### config.mk
export PLATFORM = sky130hd
export DESIGN_NAME = cell_sweep_ctrl
export DESIGN_NICKNAME = d
export VERILOG_FILES = /design/src/rtl/cell_sweep_pkg.sv /design/src/rtl/cell_sweep_iter.sv /design/src/rtl/cell_sweep_ctrl.sv
export SDC_FILE = /design/constraint.sdc
export NUM_CORES = 1
export LEC_CHECK = 0
export ABC_AREA = 1
export CORE_MARGIN = 2
export CORE_UTILIZATION = 55
export CTS_CLUSTER_SIZE = 30
export DETAILED_ROUTE_END_ITERATION = 6
export GPL_TIMING_DRIVEN = 0
export PLACE_DENSITY = 0.86
export SYNTH_ARGS = -nofsm -noshare
export SYNTH_HDL_FRONTEND = slang
export SYNTH_SLANG_ARGS = --single-unit
### constraint.sdc
create_clock -name clk -period 4.55 [get_ports clk]
set_clock_uncertainty 0.2 [all_clocks]
set_input_delay 0.6825 -clock clk [delete_from_list [all_inputs] [get_ports clk]]
set_output_delay 0.6825 -clock clk [all_outputs]
set_load 0.03 [all_outputs]
### src/rtl/cell_sweep_pkg.sv
// Shared types and default sizing for the cell mux / ring-osc characterisation sweep.
// Optional abort input is enabled by defining CELL_SWEEP_ABORT_EN.
package cell_sweep_pkg;

  localparam int DEF_PAGE_W        = 6;
  localparam int DEF_SEL_W         = 3;
  localparam int DEF_CNT_W         = 8;
  localparam int DEF_SETTLE_CYCLES = 4;
  localparam int DEF_GATE_CYCLES   = 16;

  typedef enum logic [2:0] {
    ST_IDLE,
    ST_SETUP,
    ST_ARM,
    ST_CAPTURE,
    ST_EMIT,
    ST_DONE
  } sweep_state_t;

  function automatic int maxOf(input int a, input int b);
    return (a > b) ? a : b;
  endfunction

endpackage

### src/rtl/cell_sweep_iter.sv
// Next-set-bit finder over the select mask: the lowest set bit above i_cur,
// plus the lowest set bit overall for restarting on a new page.
module cell_sweep_iter
  import cell_sweep_pkg::*;
#(
  parameter int SEL_W = DEF_SEL_W
) (
  input  logic [2**SEL_W-1:0] i_mask,
  input  logic [SEL_W-1:0]    i_cur,
  output logic [SEL_W-1:0]    o_next,
  output logic                o_found,
  output logic [SEL_W-1:0]    o_lowest
);

  localparam int NSEL = 2**SEL_W;

  // Scanning downward lets the last hit win, so both outputs end on the lowest match.
  always_comb begin
    o_next   = '0;
    o_found  = 1'b0;
    o_lowest = '0;
    for (int i = NSEL - 1; i >= 0; i--) begin
      if (i_mask[i]) begin
        o_lowest = SEL_W'(i);
        if (i > int'(i_cur)) begin
          o_next  = SEL_W'(i);
          o_found = 1'b1;
        end
      end
    end
  end

endmodule

### src/rtl/cell_sweep_ctrl.sv
// Sweep sequencer: per page and per selected mux output, settle, gate the ring-osc
// timer, capture the count and emit a record. Define CELL_SWEEP_ABORT_EN to add 'abort'.
module cell_sweep_ctrl
  import cell_sweep_pkg::*;
#(
  parameter int PAGE_W        = DEF_PAGE_W,
  parameter int SEL_W         = DEF_SEL_W,
  parameter int CNT_W         = DEF_CNT_W,
  parameter int SETTLE_CYCLES = DEF_SETTLE_CYCLES,
  parameter int GATE_CYCLES   = DEF_GATE_CYCLES
) (
  input  logic                clk,
  input  logic                rst,
  input  logic                start,
  input  logic [PAGE_W-1:0]   page_first,
  input  logic [PAGE_W-1:0]   page_last,
  input  logic [2**SEL_W-1:0] sel_mask,
  input  logic [PAGE_W-1:0]   cm_in_cfg,
`ifdef CELL_SWEEP_ABORT_EN
  input  logic                abort,
`endif
  output logic [PAGE_W-1:0]   cm_page,
  output logic [PAGE_W-1:0]   cm_in,
  output logic                ro_en,
  output logic [SEL_W-1:0]    ro_sel,
  input  logic [CNT_W-1:0]    ro_count,
  output logic                res_valid,
  input  logic                res_ready,
  output logic [PAGE_W-1:0]   res_page,
  output logic [SEL_W-1:0]    res_sel,
  output logic [CNT_W-1:0]    res_count,
  output logic                busy,
  output logic                done
);

  localparam int NSEL  = 2**SEL_W;
  localparam int TMR_W = $clog2(maxOf(SETTLE_CYCLES, GATE_CYCLES)) + 1;
  localparam logic [TMR_W-1:0] SETTLE_LAST = TMR_W'(SETTLE_CYCLES - 1);
  localparam logic [TMR_W-1:0] GATE_LAST   = TMR_W'(GATE_CYCLES - 1);

  sweep_state_t      r_state;
  logic [TMR_W-1:0]  r_timer;
  logic [PAGE_W-1:0] r_pageLast;
  logic [NSEL-1:0]   r_selMask;
  logic [PAGE_W-1:0] r_cmPage;
  logic [PAGE_W-1:0] r_cmIn;
  logic              r_roEn;
  logic [SEL_W-1:0]  r_roSel;
  logic              r_resValid;
  logic [PAGE_W-1:0] r_resPage;
  logic [SEL_W-1:0]  r_resSel;
  logic [CNT_W-1:0]  r_resCount;
  logic              r_busy;
  logic              r_done;

  logic [NSEL-1:0]   w_iterMask;
  logic [SEL_W-1:0]  w_nextSel;
  logic              w_found;
  logic [SEL_W-1:0]  w_lowestSel;
  logic              w_abort;

`ifdef CELL_SWEEP_ABORT_EN
  assign w_abort = abort;
`else
  assign w_abort = 1'b0;
`endif

  // In IDLE the live mask is scanned so the first select is ready at the start edge.
  assign w_iterMask = (r_state == ST_IDLE) ? sel_mask : r_selMask;

  cell_sweep_iter #(
    .SEL_W(SEL_W)
  ) u_iter (
    .i_mask  (w_iterMask),
    .i_cur   (r_roSel),
    .o_next  (w_nextSel),
    .o_found (w_found),
    .o_lowest(w_lowestSel)
  );

  always_ff @(posedge clk or posedge rst) begin
    if (rst) begin
      r_state    <= ST_IDLE;
      r_timer    <= '0;
      r_pageLast <= '0;
      r_selMask  <= '0;
      r_cmPage   <= '0;
      r_cmIn     <= '0;
      r_roEn     <= 1'b0;
      r_roSel    <= '0;
      r_resValid <= 1'b0;
      r_resPage  <= '0;
      r_resSel   <= '0;
      r_resCount <= '0;
      r_busy     <= 1'b0;
      r_done     <= 1'b0;
    end else if (w_abort && r_state != ST_IDLE && r_state != ST_DONE) begin
      r_roEn     <= 1'b0;
      r_resValid <= 1'b0;
      r_done     <= 1'b1;
      r_state    <= ST_DONE;
    end else begin
      r_done <= 1'b0;
      unique case (r_state)
        ST_IDLE: begin
          if (start) begin
            r_pageLast <= page_last;
            r_selMask  <= sel_mask;
            r_cmIn     <= cm_in_cfg;
            r_busy     <= 1'b1;
            if (page_first > page_last || sel_mask == '0) begin
              r_done  <= 1'b1;
              r_state <= ST_DONE;
            end else begin
              r_cmPage <= page_first;
              r_roSel  <= w_lowestSel;
              r_timer  <= '0;
              r_state  <= ST_SETUP;
            end
          end
        end
        ST_SETUP: begin
          if (r_timer == SETTLE_LAST) begin
            r_timer <= '0;
            r_roEn  <= 1'b1;
            r_state <= ST_ARM;
          end else begin
            r_timer <= r_timer + 1'b1;
          end
        end
        ST_ARM: begin
          if (r_timer == GATE_LAST) begin
            r_timer <= '0;
            r_roEn  <= 1'b0;
            r_state <= ST_CAPTURE;
          end else begin
            r_timer <= r_timer + 1'b1;
          end
        end
        ST_CAPTURE: begin
          r_resCount <= ro_count;
          r_resPage  <= r_cmPage;
          r_resSel   <= r_roSel;
          r_resValid <= 1'b1;
          r_state    <= ST_EMIT;
        end
        ST_EMIT: begin
          // Compare before incrementing so page_last at the top of the range never wraps.
          if (res_ready) begin
            r_resValid <= 1'b0;
            r_timer    <= '0;
            if (w_found) begin
              r_roSel <= w_nextSel;
              r_state <= ST_SETUP;
            end else if (r_cmPage < r_pageLast) begin
              r_cmPage <= r_cmPage + 1'b1;
              r_roSel  <= w_lowestSel;
              r_state  <= ST_SETUP;
            end else begin
              r_done  <= 1'b1;
              r_state <= ST_DONE;
            end
          end
        end
        ST_DONE: begin
          r_busy  <= 1'b0;
          r_state <= ST_IDLE;
        end
        default: r_state <= ST_IDLE;
      endcase
    end
  end

  assign cm_page   = r_cmPage;
  assign cm_in     = r_cmIn;
  assign ro_en     = r_roEn;
  assign ro_sel    = r_roSel;
  assign res_valid = r_resValid;
  assign res_page  = r_resPage;
  assign res_sel   = r_resSel;
  assign res_count = r_resCount;
  assign busy      = r_busy;
  assign done      = r_done;

endmodule

== Word level (Yosys, flattened, before mapping) ==
Cells that the tools add are included.
Word-level totals
  bits in registers: 58
  input port bits: 38
  output and inout port bits: 36
  word-level logic and storage cells: 132
Cells by class
  $add $sub $neg: 2
  $lt $le $gt $ge: 9
  equality and inequality tests: 15
  muxes and demuxes: 76
  reduce and logical (&&, ||, !) cells: 16
Operators by type and width (count)
  $mux 3: 34
  $mux 6: 5
  $mux 5: 5
  $mux 1: 23
  $pmux 5 s4: 1
  $pmux 3 s5: 1
  $ne 2x2->1 const B: 7
  $gt 3x3->1 const A: 4
  $pmux 6 s2: 1
  $logic_not 8->1: 1
  $mux 8: 1
  $pmux 1 s2: 4
  $reduce_and 4->1: 2
  $reduce_bool 2->1: 4
  $add 6x1->6 const B: 1
  $eq 3x2->1 const B: 2
  $eq 3x3->1 const B: 2
  $gt 2x3->1 const A: 2
  $gt 6x6->1: 1
  $lt 6x6->1: 1
  $pmux 3 s2: 1
  $reduce_and 2->1: 3
  $reduce_and 6->1: 1
  $add 5x1->5 const B: 1
  other kinds (10): 10

== Logic depth before layout (Yosys ltp) ==
Gate-level depths: netlist (run 1).
  word-level depth: 18
  depth in mapped cells: 16
  gate-level depth less buffers: 15

== Cells and area by module ==
A second synthesis (run 1) with hierarchy kept.
Second synthesis, totals
  cell total of the unflattened synthesis: 408
  area, all modules: 3240.6 sq um
Modules (own cells, without submodules)
  cell_sweep_ctrl: times used 1, cells an instance 362, area each 3021.6 sq um, seq. area each 1451.4 sq um
  cell_sweep_iter: times used 1, cells an instance 46, area each 219.0 sq um, seq. area each 0.0 sq um

== Worst setup path after synthesis (run 1) ==
OpenSTA, ideal clock, no wires.
  path kind: in2reg
  start point: in page_last[1]
  end point: reg r_cmPage[3], in the netlist cm_page[3]
  library setup time: 0.123 ns
  arrival time: 1.966 ns
  data required time: 4.227 ns
  path slack: 2.260 ns
  stages: 14
  buffers on the path: 0
  path through: inv_1 > ha_1 > inv_1 > nor2_1 > o21ai_0 > nand2_1 > o21ai_0 > nand2_1 > nand2_1 > nand2_2 > nor2_4 > nand2_4 > nand2_1 > o21ai_1
Between the ends
  cells in the longest elaborated chain, start to end: 4
RTL lines
  start, declared: line cell_sweep_ctrl.sv:16  | input logic [PAGE_W-1:0] page_last,
  $gt 6x6->1: line cell_sweep_ctrl.sv:111  | if (page_first > page_last || sel_mask == '0) begin
  $logic_or 1x1->1: line cell_sweep_ctrl.sv:111
  $ne 2x2->1 (no source line)
  $reduce_and 6->1 (no source line)
  end signal, assigned: line cell_sweep_ctrl.sv:115  | r_cmPage <= page_first;
  end signal, assigned: line cell_sweep_ctrl.sv:156  | r_cmPage <= r_cmPage + 1'b1;
  end, declared: line cell_sweep_ctrl.sv:45  | logic [PAGE_W-1:0] r_cmPage;
Every way passes these cells.
A chain may end at the register's enable or synchronous reset.

== Worst setup path in the final report (run 1) ==
  start point: in page_last[1]
  end point: reg r_cmPage[0], in the netlist cm_page[0]
The elaborated chain is that of the path after synthesis.

==> qor.yml, run 1 <==
status: "finished clean"
start_kind: "input port"
crit_type: "input port to register"
cts.clk_slew.worst_paths_ns: 0.07
ys_seq_elements: 58
cp_slowest_cell: "clkdlybuf4s50_1"
timing.slew.headroom_pct: 58.1
wl_mm: 7.76
wire_per_inst_um: 13.3
syn_inst: 419
fillers: 425
dr.pass1.iters: 4
ant_nets: 0
drv_slew: 0
place_area_um2: 4150
drc_errors: 0
yosys_warnings: 0
ys.flop_type: "dfrtp_1"
cts-hold-fix-buffers: 0
setup_viol: 0
place_congestion: 0.890
final_cells: 584
ios: 74
final_cell_mix: "nand2_1 (135), clkdlybuf4s50_1 (73), dfrtp_1 (58)"
synthesis.nets: 472
grt_pass1_wl_mm: 12.9
port_buffers: 73
grt_max_degree: 33
grt_overflow: 0
cap_violations: 0
crit_required_ns: 4.57
drtIter0Drc: 181
cts_resized: 0
irDropWorstVdd_uv: 407
die_x_um: 81.5
power_density_nw_per_um2: 739
worstHoldPathType: "register to register"
cp-end-kind: "register"
antenna_found_initial: 0
setup_tns_ns: 0
hold_viol: 0
cts_max_level: 3
reg2reg_from: "r_timer[0]"
crit_path_cell_trace: "clkdlybuf4s50_1 -> inv_1 -> ha_1 -> inv_1 -> nor2_1 -> o21ai_0 -> nand2_1 -> o21ai_0 -> nand2_1 -> nand2_1 -> nand2_2 -> nor2_4 -> nand2_4 -> nand2_1 -> o21ai_1"
layout-drive-gt1-share_pct: 11.4
postLayoutCellArea_um2: 4370
seq_area_um2: 1450
synth_area_per_cell_um2: 7.88
reg2reg_slack_ns: 2.36
dp.cells: 568
chipHeight_um: 81.5
min_to: "res_sel[1]"
grt_pass1_vias: 2859
timing.fmax_ghz: 0.367
num_vias: 2982
grt_usage_pct: 25.7
multi_input_area_um2: 1580
worstRegToRegCells: 8
fin_crit_sh_pct: 59.9
slowest_delay_ns: 0.45
crit_arrival_ns: 2.75
clock-root-buffer: "clkbuf_8"
cts_tree: "built"
start_util_pct: 56.4
cts_made_buffers: 9
syn_area_um2: 3300
r2r_end: "r_state[0]"
synth_cell_type_count: 32
cp_max_fo: 9
rsz0062_at_grt: "no"
antenna_cells: 0
core_um2: 5850
clock_latency_ns: 0.34
dpl.hpwl_mm: 5.85
final_common_cell: "nand2_1"
async_flop_share_pct: 100
crit_path_frequent_cell: "nand2_1"
vias_per_cell: 5.11
worst_pin_slew_ns: 0.622
std_cell_rows: 28
dieArea_um2: 6640
synth_edf_count: 0
power.leakage_nw: 2.17
min_from: "res_sel[1]"
syn_to_final_growth_pct: 32.2
layout.nets: 557
fin_crit_ns: 2.72
clock_tree.buffer_depth: 2
worstHoldPathCells: 2
post_cts_buffers: 0
ys_seq_area_share_pct: 44.0
clkSinkCount: 58
## worst max-delay path: cells and delay by family
family	cells	cell delay, ns
and+or+nand+nor	8	0.83
buffers and inverters	3	0.56
AOI/OAI and AO/OA	3	0.40
adders and majority gates	1	0.28
## registers in the layout, indices dropped and copies added (netlist names), 3 cells and up
| signal | cells |
|---|---|
| r_pageLast | 6 |
| ro_sel | 3 |
| r_selMask | 8 |
| r_state | 3 |
| r_timer | 5 |
| res_page | 6 |
| cm_in | 6 |
| res_count | 8 |
| res_sel | 3 |
| cm_page | 6 |
## synth_stat cells (2+ instances only)
library cell  instances  area, um2
buf_2                 2       10.0
inv_1                51        191
o211ai_1              2       15.0
ha_1                 15        188
mux2_2                7       78.8
nor4_1                2       12.5
nand2_4               6       67.6
o21ai_0              41        205
xor2_1                3       26.3
nand3_2               4       40.0
o21ai_1               3       15.0
nand2_2               6       37.5
o21ai_2               2       17.5
inv_2                 5       18.8
nor2_4                4       45.0
nand3_1              21        105
clkbuf_1              5       18.8
nor2_1               19       71.3
dfrtp_1              58       1450
nand2_1             135        507
nor3_1                3       15.0
nor2_2                3       18.8
a21oi_1              13       65.1
## cell families (layout without fill, tap and decap cells)
kind of cell | Yosys count | after routing | share of synthesized area, %
XOR/XNOR | 4 | 4 | 1.06
multiplexers | 7 | 7 | 2.39
adder cells (fa/ha/maj) | 15 | 15 | 5.68
buffers and inverters | 65 | 155 | 8.11
AO/OA/AOI/OAI | 65 | 65 | 10.5
flip-flops | 58 | 58 | 44.0
AND/OR/NAND/NOR | 205 | 205 | 28.3
## metrics by stage
step           setup WS, ns  power [W]  util [%]  hold slack, ns
3_5_place_dp           1.45    0.00270      70.9           0.257
4_1_cts                1.82    0.00324      74.6           0.273
5_1_grt                1.58    0.00350      74.6           0.289
2_1_floorplan          2.24    0.00212         -           0.253
3_3_place_gp           1.24    0.00263      70.5           0.252
6_report               1.83    0.00323      74.6           0.269
## final cells by class
class,instances,share of cell area [%]
multi-input combinational,296,36.3
inverter,57,5.02
timing repair buffer,74,17.2
sequential,58,33.2
clock inverter,5,1.78
tap,75,2.15
buffer,8,1.12
clock buffer,11,3.24
## where the power goes
group,leakage (nW),internal (W),switching (W)
logic,1.34,0.000683,0.00108
clock network,0.109,0.000321,0.000208
registers,0.720,0.000749,0.000187
total,2.17,0.00175,0.00147
## worst max path at each step
stage	startpoint	to	slack (ns)
CTS	page_last[1]	cm_page[0]	1.82
global route	page_last[1]	cm_page[0]	1.58
finish	page_last[1]	cm_page[0]	1.83
global placement	rst	cm_in[0]	1.24
detailed placement	page_last[1]	cm_page[0]	1.45
floorplan	rst	busy	2.24
## routing by layer
metal	up-vias	share of wire [%]	GRT usage, %	wire (um)
li1	1509	-	-	-
met1	1368	44	31.5	3420
met2	93	48	43.4	3740
met3	12	5.9	5.60	460
met4	0	1.6	11.7	128
met5	-	0	0	0
No activity file was read; power rests on OpenSTA's default activity.
==> inputs of run 2 (changes only) <==
Settings changed: CORE_UTILIZATION 55 to 46, PLACE_DENSITY 0.86 to 0.77.
Clock period 4.55 ns to 2.2 ns, I/O delays scaled along.
==> run 2 against run 1 <==
Compared with the run above: power grew 100%; sequential cell count unchanged; global-route usage shrank 3.9 points.
==> qor.yml, run 2 (same netlist as run 1, synthesis figures left out) <==
clock-root-buffer: "clkbuf_8"
slowest_delay_ns: 0.47  # +0.02 ns
r2r_end: "ro_sel[2]"
drv_slew: 0  # unchanged
cap_violations: 0  # unchanged
vias_per_cell: 4.89  # -4.2%
antenna_found_initial: 0  # unchanged
power_density_nw_per_um2: 1480  # +100%
worstHoldPathCells: 3  # +1
power.leakage_nw: 2.22  # +2.3%
setup_viol: 0  # unchanged
ios: 74  # unchanged
reg2reg_slack_ns: 0.11  # -2.25 ns
grt_overflow: 0  # unchanged
cts_made_buffers: 9  # unchanged
ant_nets: 0  # unchanged
final_util_pct: 65.1  # -9.5 points
gr-usage-met2_pct: 35.5  # -8.0 points
grt_pass1_vias: 2903  # +1.5%
worstRegToRegCells: 11  # +3
fin_ws_ns: 0.0817  # -1.74 ns
antenna_cells: 0  # unchanged
cp_slowest_cell: "clkdlybuf4s50_1"
place_area_um2: 4170  # +0.63%
die_x_um: 88.7  # +8.9%
syn_to_final_growth_pct: 35.5
wl_mm: 7.89  # +1.7%
grt_use_met1_pct: 27.2  # -4.3 points
fin_crit_sh_pct: 96.3
std_cell_rows: 30  # +7.1%
crit_required_ns: 2.23  # -2.34 ns
hold_slack_ns: 0.101  # -0.168 ns
hold_viol: 0  # unchanged
fillers: 580  # +36%
grt_usage_pct: 21.8  # -3.9 points
timing.slew.headroom_pct: 65.1  # +7.0 points
grt_pass1_wl_mm: 13.0  # +0.92%
dieArea_um2: 7870  # +19%
dr.pass1.iters: 4  # unchanged
cts_max_level: 3  # unchanged
final_cell_mix: "nand2_1 (132), clkdlybuf4s50_1 (65), dfrtp_1 (55)"
cts.clk_slew.worst_paths_ns: 0.07  # about the same
clock_tree.buffer_depth: 2  # unchanged
num_vias: 2989  # +0.23%
busiest_layer: "met2"
start_kind: "input port"
cp_max_fo: 5  # -4
multi_input_area_um2: 1670  # +5.8%
status: "finished clean"
dpl.hpwl_mm: 5.85  # about the same
fin_crit_ns: 2.12
chipHeight_um: 88.7  # +8.9%
core_um2: 6870  # +17%
rsz0062_at_grt: "no"
critical_path_buf_inv_count: 2  # -1
grt_util_met3_pct: 7.18  # +1.6 points
drtIter0Drc: 133  # -27%
layout-drive-gt1-share_pct: 15.7  # +4.3 points
crit_path_cell_trace: "clkdlybuf4s50_1 -> inv_2 -> ha_4 -> nand2_1 -> nor2_2 -> o21ai_1 -> nand2_1 -> o21ai_2 -> nand2_2 -> nand2_4 -> nand2_4 -> nor2_4 -> nand2_4 -> nand2_1 -> o21ai_1"
wire_per_inst_um: 12.9  # -2.8%
layout.nets: 563  # +1.1%
dp_slack_ns: -0.603  # -2.06 ns
crit_arrival_ns: 2.15  # -0.60 ns
clkSinkCount: 58  # unchanged
worst_pin_slew_ns: 0.523  # -0.0986 ns
total_power_w: 0.00660  # +100%
min_to: "r_pageLast[2]"
cts_tree: "built"
start_util_pct: 48.1  # -8.4 points
drc_errors: 0  # unchanged
worstHoldPathType: "input port to register"
cpLargestDelayFamily: "simple AND/OR/NAND/NOR gates"
clock_latency_ns: 0.35  # about the same
cp-end-kind: "register"
timing.fmax_ghz: 0.472
reg2reg_from: "r_state[1]"
port_buffers: 73  # unchanged
place_congestion: 0.898  # +0.96%
postLayoutCellArea_um2: 4470  # +2.5%
min_from: "page_last[2]"
seq_area_um2: 1460  # +0.26%
irDropWorstVdd_uv: 800  # +97%
final_common_cell: "nand2_1"
crit_type: "input port to register"
grt_max_degree: 37  # +12%
==> run 2: metal layers <==
metal / vias up / wire, um
li1: 1515 / -
met1: 1369 / 3510
met3: 14 / 503
met2: 91 / 3730
met5: - / 0
met4: 0 / 145
==> run 2: worst max path at each step <==
stage	cells past startpoint	end	start
2_1_floorplan	10	cm_page[3]	cm_page[1]
3_3_place_gp	2	cm_in[5]	rst
3_5_place_dp	14	cm_page[3]	page_first[1]
4_1_cts	15	cm_page[3]	page_last[2]
5_1_grt	14	cm_page[0]	page_last[5]
6_report	15	cm_page[3]	page_last[3]
==> run 2: layout make-up <==
| type | count | area share, % |
|---|---|---|
| buffer | 8 | 1.09 |
| clock buffer | 11 | 3.16 |
| clock inverter | 5 | 0.671 |
| inverter | 57 | 4.89 |
| multi-input combinational | 298 | 37.4 |
| sequential | 58 | 32.5 |
| tap | 96 | 2.68 |
| timing repair buffer | 78 | 17.6 |
==> run 2: worst reg2reg max path: stages, from the launching register on <==
cell and delay, ns:
dfrtp_2 0.47, nor2_4 0.22, nand2_4 0.10, buf_12 0.16, nand2_1 0.05, o21ai_1 0.08, a21oi_1 0.26, nand2_1 0.09
nand3_1 0.08, nand2_1 0.05, o21ai_0 0.11, o21ai_2 0.09
==> run 2: through the flow <==
stage / cells / TNS [ns]
3_3_place_gp: 588 / -53.46
2_1_floorplan: 419 / 0
4_1_cts: 608 / 0
5_1_grt: 611 / 0
6_report: 611 / 0
3_5_place_dp: 589 / -7.89
==> run 2: power by group <==
group	switching, W	internal [W]
Clock	0.000449	0.000433
Combinational	0.00230	0.00148
Sequential	0.000381	0.00155
==> run 2: timing repair <==
item	CTS	global route
buffers inserted	2	2
pin swaps	10	9
resized for setup	14	20
setup endpoints to repair	15	23
hold buffers	0	0
gates cloned	1	1
==> inputs of run 3 (changes only) <==
Settings changed: ABC_CLOCK_PERIOD_IN_PS from default to 2200, GPL_ROUTABILITY_DRIVEN from default to 0.
==> results of run 3 <==
Same layout as run 2: the final DEF is identical, and so are final timing and power.
